<file path="src/rtl/alu_op_sequencer.sv">
// Issue/writeback sequencer in front of an external alu_4bit.
// Holds one instruction, drives the ALU, commits result and flags.
module alu_op_sequencer #(
  parameter  int NREG = 4,
  parameter  int DW   = 4,
  localparam int AW   = $clog2(NREG)
) (
  input  logic          clk,
  input  logic          rst_n,
  input  logic          in_valid,
  output logic          in_ready,
  input  logic          in_ld,
  input  logic [2:0]    in_op,
  input  logic [AW-1:0] in_dst,
  input  logic [AW-1:0] in_srca,
  input  logic [AW-1:0] in_srcb,
  input  logic [DW-1:0] in_imm,
  output logic [DW-1:0] alu_a,
  output logic [DW-1:0] alu_b,
  output logic [2:0]    alu_sel,
  input  logic [DW-1:0] alu_out,
  input  logic          alu_carry,
  input  logic          alu_zero,
  output logic          done_valid,
  output logic [DW-1:0] done_result,
  output logic          flag_c,
  output logic          flag_z,
  input  logic [AW-1:0] rd_addr,
  output logic [DW-1:0] rd_data
);

  typedef enum logic [1:0] {
    IDLE = 2'd0,
    EXEC = 2'd1,
    WB   = 2'd2
  } state_t;

  state_t        state_q, state_d;
  logic          ld_q, ld_d;
  logic [2:0]    op_q, op_d;
  logic [AW-1:0] dst_q, dst_d;
  logic [AW-1:0] srca_q, srca_d;
  logic [AW-1:0] srcb_q, srcb_d;
  logic [DW-1:0] res_q, res_d;
  logic          carry_q, carry_d;
  logic          zero_q, zero_d;
  logic          flag_c_q, flag_c_d;
  logic          flag_z_q, flag_z_d;
  logic          done_valid_q, done_valid_d;
  logic [DW-1:0] rf_q [NREG];
  logic [DW-1:0] rf_d [NREG];

  // Next-state: accept in IDLE, sample ALU in EXEC, commit in WB.
  always_comb begin
    state_d      = state_q;
    ld_d         = ld_q;
    op_d         = op_q;
    dst_d        = dst_q;
    srca_d       = srca_q;
    srcb_d       = srcb_q;
    res_d        = res_q;
    carry_d      = carry_q;
    zero_d       = zero_q;
    flag_c_d     = flag_c_q;
    flag_z_d     = flag_z_q;
    done_valid_d = 1'b0;
    rf_d         = rf_q;
    unique case (state_q)
      IDLE: begin
        if (in_valid) begin
          ld_d   = in_ld;
          op_d   = in_op;
          dst_d  = in_dst;
          srca_d = in_srca;
          srcb_d = in_srcb;
          if (in_ld) begin
            res_d        = in_imm;
            done_valid_d = 1'b1;
            state_d      = WB;
          end else begin
            state_d = EXEC;
          end
        end
      end
      EXEC: begin
        res_d        = alu_out;
        carry_d      = alu_carry;
        zero_d       = alu_zero;
        done_valid_d = 1'b1;
        state_d      = WB;
      end
      WB: begin
        rf_d[dst_q] = res_q;
        if (!ld_q) begin
          flag_z_d = zero_q;
          if (op_q[2:1] == 2'b00) begin
            flag_c_d = carry_q;
          end
        end
        state_d = IDLE;
      end
      default: state_d = IDLE;
    endcase
  end

  // State, instruction, result, flags and register file.
  always_ff @(posedge clk or negedge rst_n) begin
    if (!rst_n) begin
      state_q      <= IDLE;
      ld_q         <= 1'b0;
      op_q         <= '0;
      dst_q        <= '0;
      srca_q       <= '0;
      srcb_q       <= '0;
      res_q        <= '0;
      carry_q      <= 1'b0;
      zero_q       <= 1'b0;
      flag_c_q     <= 1'b0;
      flag_z_q     <= 1'b0;
      done_valid_q <= 1'b0;
      for (int i = 0; i < NREG; i++) begin
        rf_q[i] <= '0;
      end
    end else begin
      state_q      <= state_d;
      ld_q         <= ld_d;
      op_q         <= op_d;
      dst_q        <= dst_d;
      srca_q       <= srca_d;
      srcb_q       <= srcb_d;
      res_q        <= res_d;
      carry_q      <= carry_d;
      zero_q       <= zero_d;
      flag_c_q     <= flag_c_d;
      flag_z_q     <= flag_z_d;
      done_valid_q <= done_valid_d;
      rf_q         <= rf_d;
    end
  end

  // ALU operands only during EXEC, zero otherwise.
  always_comb begin
    in_ready = (state_q == IDLE);
    alu_a    = '0;
    alu_b    = '0;
    alu_sel  = 3'b000;
    if (state_q == EXEC) begin
      alu_a   = rf_q[srca_q];
      alu_b   = rf_q[srcb_q];
      alu_sel = op_q;
    end
  end

  assign done_valid  = done_valid_q;
  assign done_result = res_q;
  assign flag_c      = flag_c_q;
  assign flag_z      = flag_z_q;
  assign rd_data     = rf_q[rd_addr];

endmodule

</file>
<file path="config.mk">
export PLATFORM = sky130hd
export DESIGN_NAME = alu_op_sequencer
export DESIGN_NICKNAME = d
export VERILOG_FILES = /design/src/rtl/alu_op_sequencer.sv
export SDC_FILE = /design/constraint.sdc
export NUM_CORES = 1
export LEC_CHECK = 0
export CAP_MARGIN = 20
export CELL_PAD_IN_SITES_DETAIL_PLACEMENT = 1
export CELL_PAD_IN_SITES_GLOBAL_PLACEMENT = 1
export CORE_MARGIN = 8
export CORE_UTILIZATION = 39
export CTS_CLUSTER_SIZE = 20
export DETAILED_ROUTE_END_ITERATION = 12
export PLACE_DENSITY_LB_ADDON = 0.25
export SETUP_SLACK_MARGIN = 0.2
export SYNTH_ARGS = -nofsm -noshare
export SYNTH_HDL_FRONTEND = slang
export SYNTH_SLANG_ARGS = --single-unit
</file>
<file path="constraint.sdc">
create_clock -name clk -period 1.7 [get_ports clk]
set_input_delay 0.255 -clock clk [delete_from_list [all_inputs] [get_ports clk]]
set_output_delay 0.255 -clock clk [all_outputs]
set_load 0.01 [all_outputs]
</file>
# == After elaboration in Yosys (flattened, before gate mapping) ==
# Index checks and enable logic that the tools add are counted.
# op_classes
mux,24
bitwise_logic,5
n_reduce_logical,8
order_cmp,5
eq_ne,4
# op_table
op,count
two-way mux 4 bit,11
binary-select mux 4 bit (select 2 bit),3
bitwise mux 16 bit,1
"greater-or-equal comparator 3 bit, second input constant",4
NOT 2 -> 3 bit,4
demux 4 bit (select 2 bit),1
case mux 4 bit (2 select lines),1
AND reduction 3 bit,2
logical NOT 2 bit,2
two-way mux 2 bit,2
case mux 2 bit (2 select lines),1
AND reduction 2 bit,2
"< comparator 3 x 1 -> 1 bit, second input constant",1
two-way mux 3 bit,1
"== test 2 x 1 -> 1 bit, second input constant",1
"== test 2 bit, second input constant",1
two-way mux 1 bit,2
"!= test 2 x 1 -> 1 bit, second input constant",1
"!= test 2 bit, second input constant",1
case mux 1 bit (2 select lines),1
nonzero test 2 bit,1
logical AND 1 bit,1
NOT 1 bit,1
# totals
in_bits,25
elab_cells,62
output_inout_bits,23
register_bits,37

# == Logic depth before layout (Yosys ltp) ==
# logic_depth
word_depth,6
depth_mapped,4
depth_no_buf,3

# == Least setup slack after synthesis ==
# No wires, ideal clock.
# synth_path
kind,reg2reg
startpoint,reg state_q[1]
endpoint,reg dst_q[1]
setup_slack_ns,0.251
stages_incl_launch_ff,5
path_buffers,1
required_ns,1.575
t_arrival_ns,1.324
period_less_slack_ns,1.449
setup_ns,0.125
path_cell_list,dfrtp_1 -> nor2_1 -> and2_1 -> buf_2 -> mux2_2
# synth_between
elab_chain_cells,2
# synth_lines
item,line_no,text
from (decl),38,"state_t state_q, state_d;"
from (signal assigned),125,state_q <= state_d;
logical NOT 2 bit,n/a,
named net in_ready,11,"output logic in_ready,"
AND reduction 2 bit (no line),n/a,
to (signal assigned),128,dst_q <= dst_d;
to (decl),41,"logic [AW-1:0] dst_q, dst_d;"
# The timed path passes the listed nets, and every way through them passes these cells.
# A chain may end at the register's enable or synchronous reset.

# == Worst setup path after layout ==
# layout_path
startpoint,reg srca_q[0]
endpoint,out alu_a[0]
# layout_between
elab_chain_cells,5
# layout_lines
item,line_no,text
from (decl),42,"logic [AW-1:0] srca_q, srca_d;"
from (signal assigned),129,srca_q <= srca_d;
NOT 2 -> 3 bit (implied by the code),148,alu_a = rf_q[srca_q];
binary-select mux 4 bit (select 2 bit),148,
two-way mux 4 bit (implied by the code) (2 in a row),148,
two-way mux 4 bit,147,if (state_q == EXEC) begin
to (decl),18,"output logic [DW-1:0] alu_a,"
# No other way between the ends. The select of a mux whose other input is x is not followed.

==> impl_metrics.csv <==
group,metric,value,unit
timing,finalCritPeriodShare,111,%
final_layout,drive_gt1_share,57.0,%
placed_design,dp_hpwl,3500,um
synthesis,synth_compound_area_share,0.277,%
timing,worst_pin_slew,486,ps
die,die-area,7060,um^2
critical_path,cp_max_fo,5,
synthesis,synth_flop_cell,"dfrtp_1",
clock_network,ctsHoldBuffers,0,
pwr,switching_share,29.5,%
die,die_h,84.0,um
clock_network,cts_tree,"built",
synthesis,yosys.area_share.simple,8.39,%
synthesis,yosys-top-cells-count,"37 x dfrtp_1, 33 x mux2_2, 12 x mux4_2, 9 x nor2b_1, 7 x nor2_1",
timing,clock_skew,3.84,ps
pwr,power_switching,1080,uW
grt,grt-ovfl-total,0,
pwr,power_leakage,0.00118,uW
timing,rsz0062_at_grt,"yes",
die,io_pins,48,
final_layout,final_cells,245,
grt,grt_pass1_wl,7820,um
placed_design,place_area,2400,um^2
timing,period_minus_slack,1890,ps
clock_network,insertion_delay,290,ps
routing,drt-total-wl,5010,um
final_layout,fillers,434,
clock_network,clkTransAtPathRegs,70,ps
critical_path,critPathMaxStageDelay,470,ps
critical_path,r2r_end,"done_result[1]",
grt,grt_util_met2,23.1,%
synthesis,yosysMostFrequentCell,"dfrtp_1",
die,core_area,4410,um^2
final_layout,n_antenna_cell,0,
critical_path,crit_slowest_cell,"mux4_2",
die,initial_core_util,40.9,%
grt,grt_usage,14.0,%
pwr,power_density,1360,nW/um^2
run,drv_cap,0,
grt,grt_use_met1,16.0,%
clock_network,clock_sinks,37,
routing,antenna_left,0,
synthesis,yosysUniqueCellTypes,16,
final_layout,syn_to_final_growth,48.6,%
grt,grt_pass1_vias,1475,
critical_path,critical_path_class,"reg -> out",
timing,slew_viol_final,0,
clock_network,root_buffer,"clkbuf_8",
synthesis,synthXorXnorAreaFrac,0,%
routing,drc,0,
pwr,vdd_ir_drop_max,0.625,mV
grt,grt.busiest_layer,"met2",
critical_path,reg2reg_from,"state_q[0]",
grt,grt_util_met3,5.57,%
synthesis,synthMuxAreaShare,38.7,%
placed_design,dp.cells,224,
routing,drtIter0Drc,57,
synthesis,synth_adder_area_share,0,%
final_layout,final_nets,217,
synthesis,synth_top_area_cell,"dfrtp_1",
routing,via_count,1292,
synthesis,ys_ff_latch,37,
clock_network,clock_path_buffers,2,
min_path,hold_path_class,"in -> async",
critical_path,crit_required,1440,ps
synthesis,synth_top_area_share,51.3,%
synthesis,ys_async_sr_fraction,100,%
pwr,pwr-share-comb,39.2,%
clock_network,cts_htree_levels,2,
grt,grt_max_degree,38,
die,fp-row-count,24,
timing,setup_ws,-185,ps
routing,drtPass1Iterations,4,
pwr,p_clk_share,18.5,%
synthesis,ys_warn_count,0,
critical_path,r2r_slack,220,ps
grt,antenna_found_initial,0,
outcome,violations,"negative setup slack",
timing,relSlewSlack,67.6,%
timing,setup_viol,8,
synthesis,synth_top_family_by_area,"multiplexers",
final_layout,fin_area,2680,um^2
outcome,status,"finished, violations left",
synthesis,synth_area_per_cell,15.3,um^2
pwr,p_int,2570,uW
critical_path,ff2ff_path_depth,4,
die,die_w,84.0,um
pwr,pwr-share-seq,42.3,%
synthesis,synth_area,1810,um^2
critical_path,cp-end-kind,"primary output",
clock_network,cts_made_buffers,5,
placed_design,portBuffers,47,
synthesis,synth_enable_flop_cells,0,
timing,max_freq,530,MHz
routing,via_per_inst,5.27,
placed_design,gp_congestion,0.793,
critical_path,path_cells,"buf_6 -> mux4_2 -> nor2b_1 -> buf_2",
synthesis,yosysSeqAreaShare,51.3,%
critical_path,cp.arrival,1630,ps
synthesis,syn_inst,118,
synthesis,synth_area_leaders,"dfrtp_1 51%, mux2_2 21%, mux4_2 15%, mux2_1 3.1%, nor2b_1 3.1%",
routing,post_drt_wl_per_cell,20.4,um
timing,hold_violations,0,
synthesis,syn-num-nets,143,
critical_path,critPathLaunchType,"register",
==> metal layers <==
| layer | wire length, um | share of wire (%) |
|---|---|---|
| met1 | 2050 | 41 |
| met2 | 2620 | 52 |
| met3 | 293 | 5.9 |
| met4 | 44 | 0.88 |
| met5 | 0 | 0 |
==> cells in the final DEF, fill, tap and decap left out, types with 2 or more instances in the layout <==
cell type / netlist / final
mux2_4: 0 / 2
dlymetal6s2s_1: 0 / 2
nor2b_4: 0 / 3
mux2_1: 5 / 5
dfrtp_2: 0 / 5
nor2b_1: 9 / 6
buf_8: 0 / 2
buf_2: 2 / 9
inv_1: 3 / 3
buf_4: 0 / 12
dfrtp_1: 37 / 32
nor2_2: 0 / 2
buf_6: 0 / 15
clkdlybuf4s50_1: 0 / 24
clkbuf_8: 0 / 7
nor2_1: 7 / 4
mux2_2: 33 / 31
dlygate4sd2_1: 0 / 4
mux4_2: 12 / 12
nand2b_4: 0 / 2
==> stage by stage <==
step | total power [uW] | worst slack [ps] | util, % | setup TNS, ps | hold slack, ps
final | 3650 | -185 | 60.8 | -1070 | 1.86
after global routing | 3850 | -223 | 60.8 | -1450 | 41.6
after CTS | 3540 | -184 | 58.2 | -1100 | 16.4
after detailed placement | 2750 | -417 | 54.3 | -3430 | 333
after global placement | 2660 | -422 | 54.3 | -3330 | 318
after floorplan | 2180 | 251 | - | 0 | -40.6
==> flip-flops by register name, indices dropped and copies added, names as in the netlist <==
name and cells:
done_result 4, srca_q 2, rf_q 16, flag_z 1, carry_q 1, state_q 2, op_q 3, dst_q 2
srcb_q 2, ld_q 1, zero_q 1, done_valid 1, flag_c 1
==> power groups by stage <==
stage / combinational, uW / clock, uW / sequential, uW
after floorplan: 733 / 0 / 1440
after global placement: 1170 / 0 / 1500
after detailed placement: 1200 / 0 / 1540
after CTS: 1340 / 682 / 1510
after global routing: 1540 / 723 / 1590
final: 1430 / 673 / 1540
==> cell type report <==
cell class	instances	area (um^2)	area share [%]
multi-input combinational	75	921	34.3
timing repair buffer	70	653	24.3
inverter	3	11.3	0.420
clock buffer	7	96.3	3.59
tap	52	65.1	2.42
clock inverter	1	5.00	0.186
sequential	37	932	34.7
==> worst max-delay path: cells and delay by family (launching register included) <==
family	cells	cell delay [ps]
mux	1	470
flops	1	460
buf+inv	2	270
simple gates	1	140
==> kinds of logic after synthesis <==
family                 Yosys count
AO/OA/AOI/OAI                    1
multiplexers                    50
flip-flops                      37
AND/OR/NAND/NOR                 24
buffers and inverters            6
==> worst max path at each step <==
stage / endpoint / start / depth (start not counted)
after floorplan: dst_q[1] / state_q[1] / 4
after global placement: rd_data[0] / rd_addr[0] / 4
after detailed placement: rd_data[3] / rd_addr[0] / 4
after CTS: alu_a[0] / srca_q[0] / 4
after global routing: alu_b[0] / srcb_q[0] / 4
final: alu_a[0] / srca_q[0] / 4
==> what timing repair did <==
item | in CTS | in global routing
gates resized for setup | 87 | 22
cloned | 0 | 1
setup endpoints to repair | 38 | 42
buffers inserted | 9 | 3
pin swaps | 0 | 1
No activity file was read; power rests on OpenSTA's default activity.
==> variant, RTL diff (same settings) <==
Put one more register stage on the output `flag_z`. The value now appears one clock later. The other outputs are not delayed to match.
--- a/src/rtl/alu_op_sequencer.sv
+++ b/src/rtl/alu_op_sequencer.sv
@@ -155,5 +155,7 @@
   assign done_result = res_q;
   assign flag_c      = flag_c_q;
-  assign flag_z      = flag_z_q;
+  always_ff @(posedge clk) begin
+    flag_z <= flag_z_q;
+  end
   assign rd_data     = rf_q[rd_addr];
 
Function: changed (Yosys sat finds a counterexample within 4 cycles, from zero or initial values and one cycle with rst_n low).
==> variant against the unedited design <==
  * Setup slack improved by 28 ps
  * Final area increased by 3.4%
  * Count of clock-buffer cells in the layout is 2 lower
  * Cell count is 2.9% higher
  * Fmax up 1.5%
  * Total power rose by 5.3%
  * Clock skew is 4.1 ps higher
  * Non-clock buffer count is 4 higher
  * The run still ends with setup timing left
  * Synthesized area is 1.1% higher
  * First-iteration DRC count decreased by 18%
  * Sequential cell count grew 1
  * Routed wire length up 11%
==> variant: results (changes against the unedited design) <==
Drt
  – Wire per inst: 22.0 um (+7.6%)
  – Initial DRT Pass Iterations: 4 (unchanged)
  – Final wirelength: 5.54 mm (+11%)
  – 1st-iter DRT viols: 47 (-18%)
  – Via density: 5.35 (+1.4%)

Timing
  – Clk_skew: 7.94 ps (+4.10 ps)
  – Setup violators final: 8 (unchanged)
  – Rel. slew slack: 0.682 (+0.00569)
  – PnR worst setup slack: -158 ps (+27.7 ps)

Finish
  – Fin nets: 222 (+2.3%)
  – Layout cells sized above 1: 0.591 (+0.0210)
  – # fillers: 449 (+3.5%)
  – Number of flip-flops in the largest register: 16 (unchanged)

Synthesis
  – Synth Instances: 119 (+0.85%)
  – Post-Syn Nets: 144 (+0.70%)
  – Synth top area cells: dfrtp_1 (51%), mux2_2 (20%), mux4_2 (15%)
  – Yosys cell types: 17 (+1)
  – Ys async rst share: 0.974 (-0.0263)
  – Synth cell count leaders: dfrtp_1 (37), mux2_2 (33), mux4_2 (12)
  – Post-synthesis sequential area ratio: 0.518 (+0.00534)

Outcome
  – Failing checks: setup timing
  – Status: finished with violations

GRT
  – First-pass GRT wire length: 8.55 mm (+9.3%)
  – Largest net degree at the start of global routing: 38 (unchanged)
  – Vias in the first global route: 1558 (+5.6%)
  – Total Routing Usage GR: 0.156 (+0.0161)

Critical path
  – CP max FO: 4 (-1)
  – Worst r2r src: state_q[1]
  – Worst Setup SP: srcb_q[0]
  – Worst endpoint data arrival time: 1600 ps (-30 ps)

Placed design
  – GP Congestion: 0.825 (+4.0%)
  – HPWL after DPL: 3.75 mm (+7.3%)
  – Post-Place Cell Area: 0.00243 mm2 (+1.5%)
  – Dpl cells: 228 (+1.8%)
  – Setup slack at placement: -431 ps (-14.5 ps)

Clocking
  – CTS buffer count: 5 (unchanged)
  – Clk_lat worst skew: 300 ps

Power
  – Pleak: 1.22 nW (+3.7%)
  – Peak supply drop: 0.557 mV (-11%)
-- variant: cell count changes after synthesis, sizes merged --
cell	before	now
dfxtp	0	1
-- variant: repair_timing --
action | CTS | global route
gates cloned | 1 | 0
pin swaps | 0 | 1
setup buffers | 12 | 3
hold buffers | 0 | 0
setup endpoints to repair | 43 | 33
gates resized for setup | 93 | 25
-- variant: metal layers --
metal	global-route usage	vias up	wire, um
met2	0.273	48	2960
met3	0.0566	14	333
met1	0.165	685	2120
li1	-	601	-
met5	0	-	0
met4	0.0647	0	125
-- variant: cell type report --
type	instances	area (um2)	share of cell area
Timing Repair Buffer	74	688	0.248
Sequential cell	38	953	0.344
Inverter	3	11.3	0.00406
Clock inverter	3	45.0	0.0162
Multi-Input combinational cell	75	940	0.339
Clock buffer	5	68.8	0.0248
Tap cell	54	67.6	0.0244
-- variant: power breakdown --
part	switching, W	total [W]	leakage (nW)	internal [W]
clock network	0.000349	0.000785	0.0504	0.000437
registers	0.000346	0.00158	0.445	0.00123
logic	0.000468	0.00148	0.724	0.00101
total	0.00116	0.00384	1.22	0.00268
-- variant: worst max-delay path, cell delays in order (launching register included) --
cell	delay, ps
dfrtp_2	430
buf_6	120
mux4_2	490
nor2b_1	140
buf_2	130
-- variant: cells by family after synthesis --
family / after synthesis / share of synthesized area
compound gates: 1 / 0.00274
buf+inv: 6 / 0.0137
flops: 38 / 0.518
mux: 50 / 0.382
simple gates: 24 / 0.0829
-- variant: final timing paths --
kind / slack, ps / depth (start not counted) / to
hold / removal: 380 / 2 / done_result[0]
hold reg to reg: 390 / 0 / flag_z
setup / recovery: -160 / 4 / alu_b[0]
min in group clk: 390 / 0 / flag_z
setup reg to reg: 160 / 5 / done_result[1]
max in group asynchronous: 960 / 2 / srca_q[0]
-- variant: metrics by stage --
stage	power (W)	setup TNS (ps)
finish	0.00384	-1060
global route	0.00404	-1450
detailed placement	0.00282	-3440
floorplan	0.00221	0
CTS	0.00374	-1050
global placement	0.00271	-3340
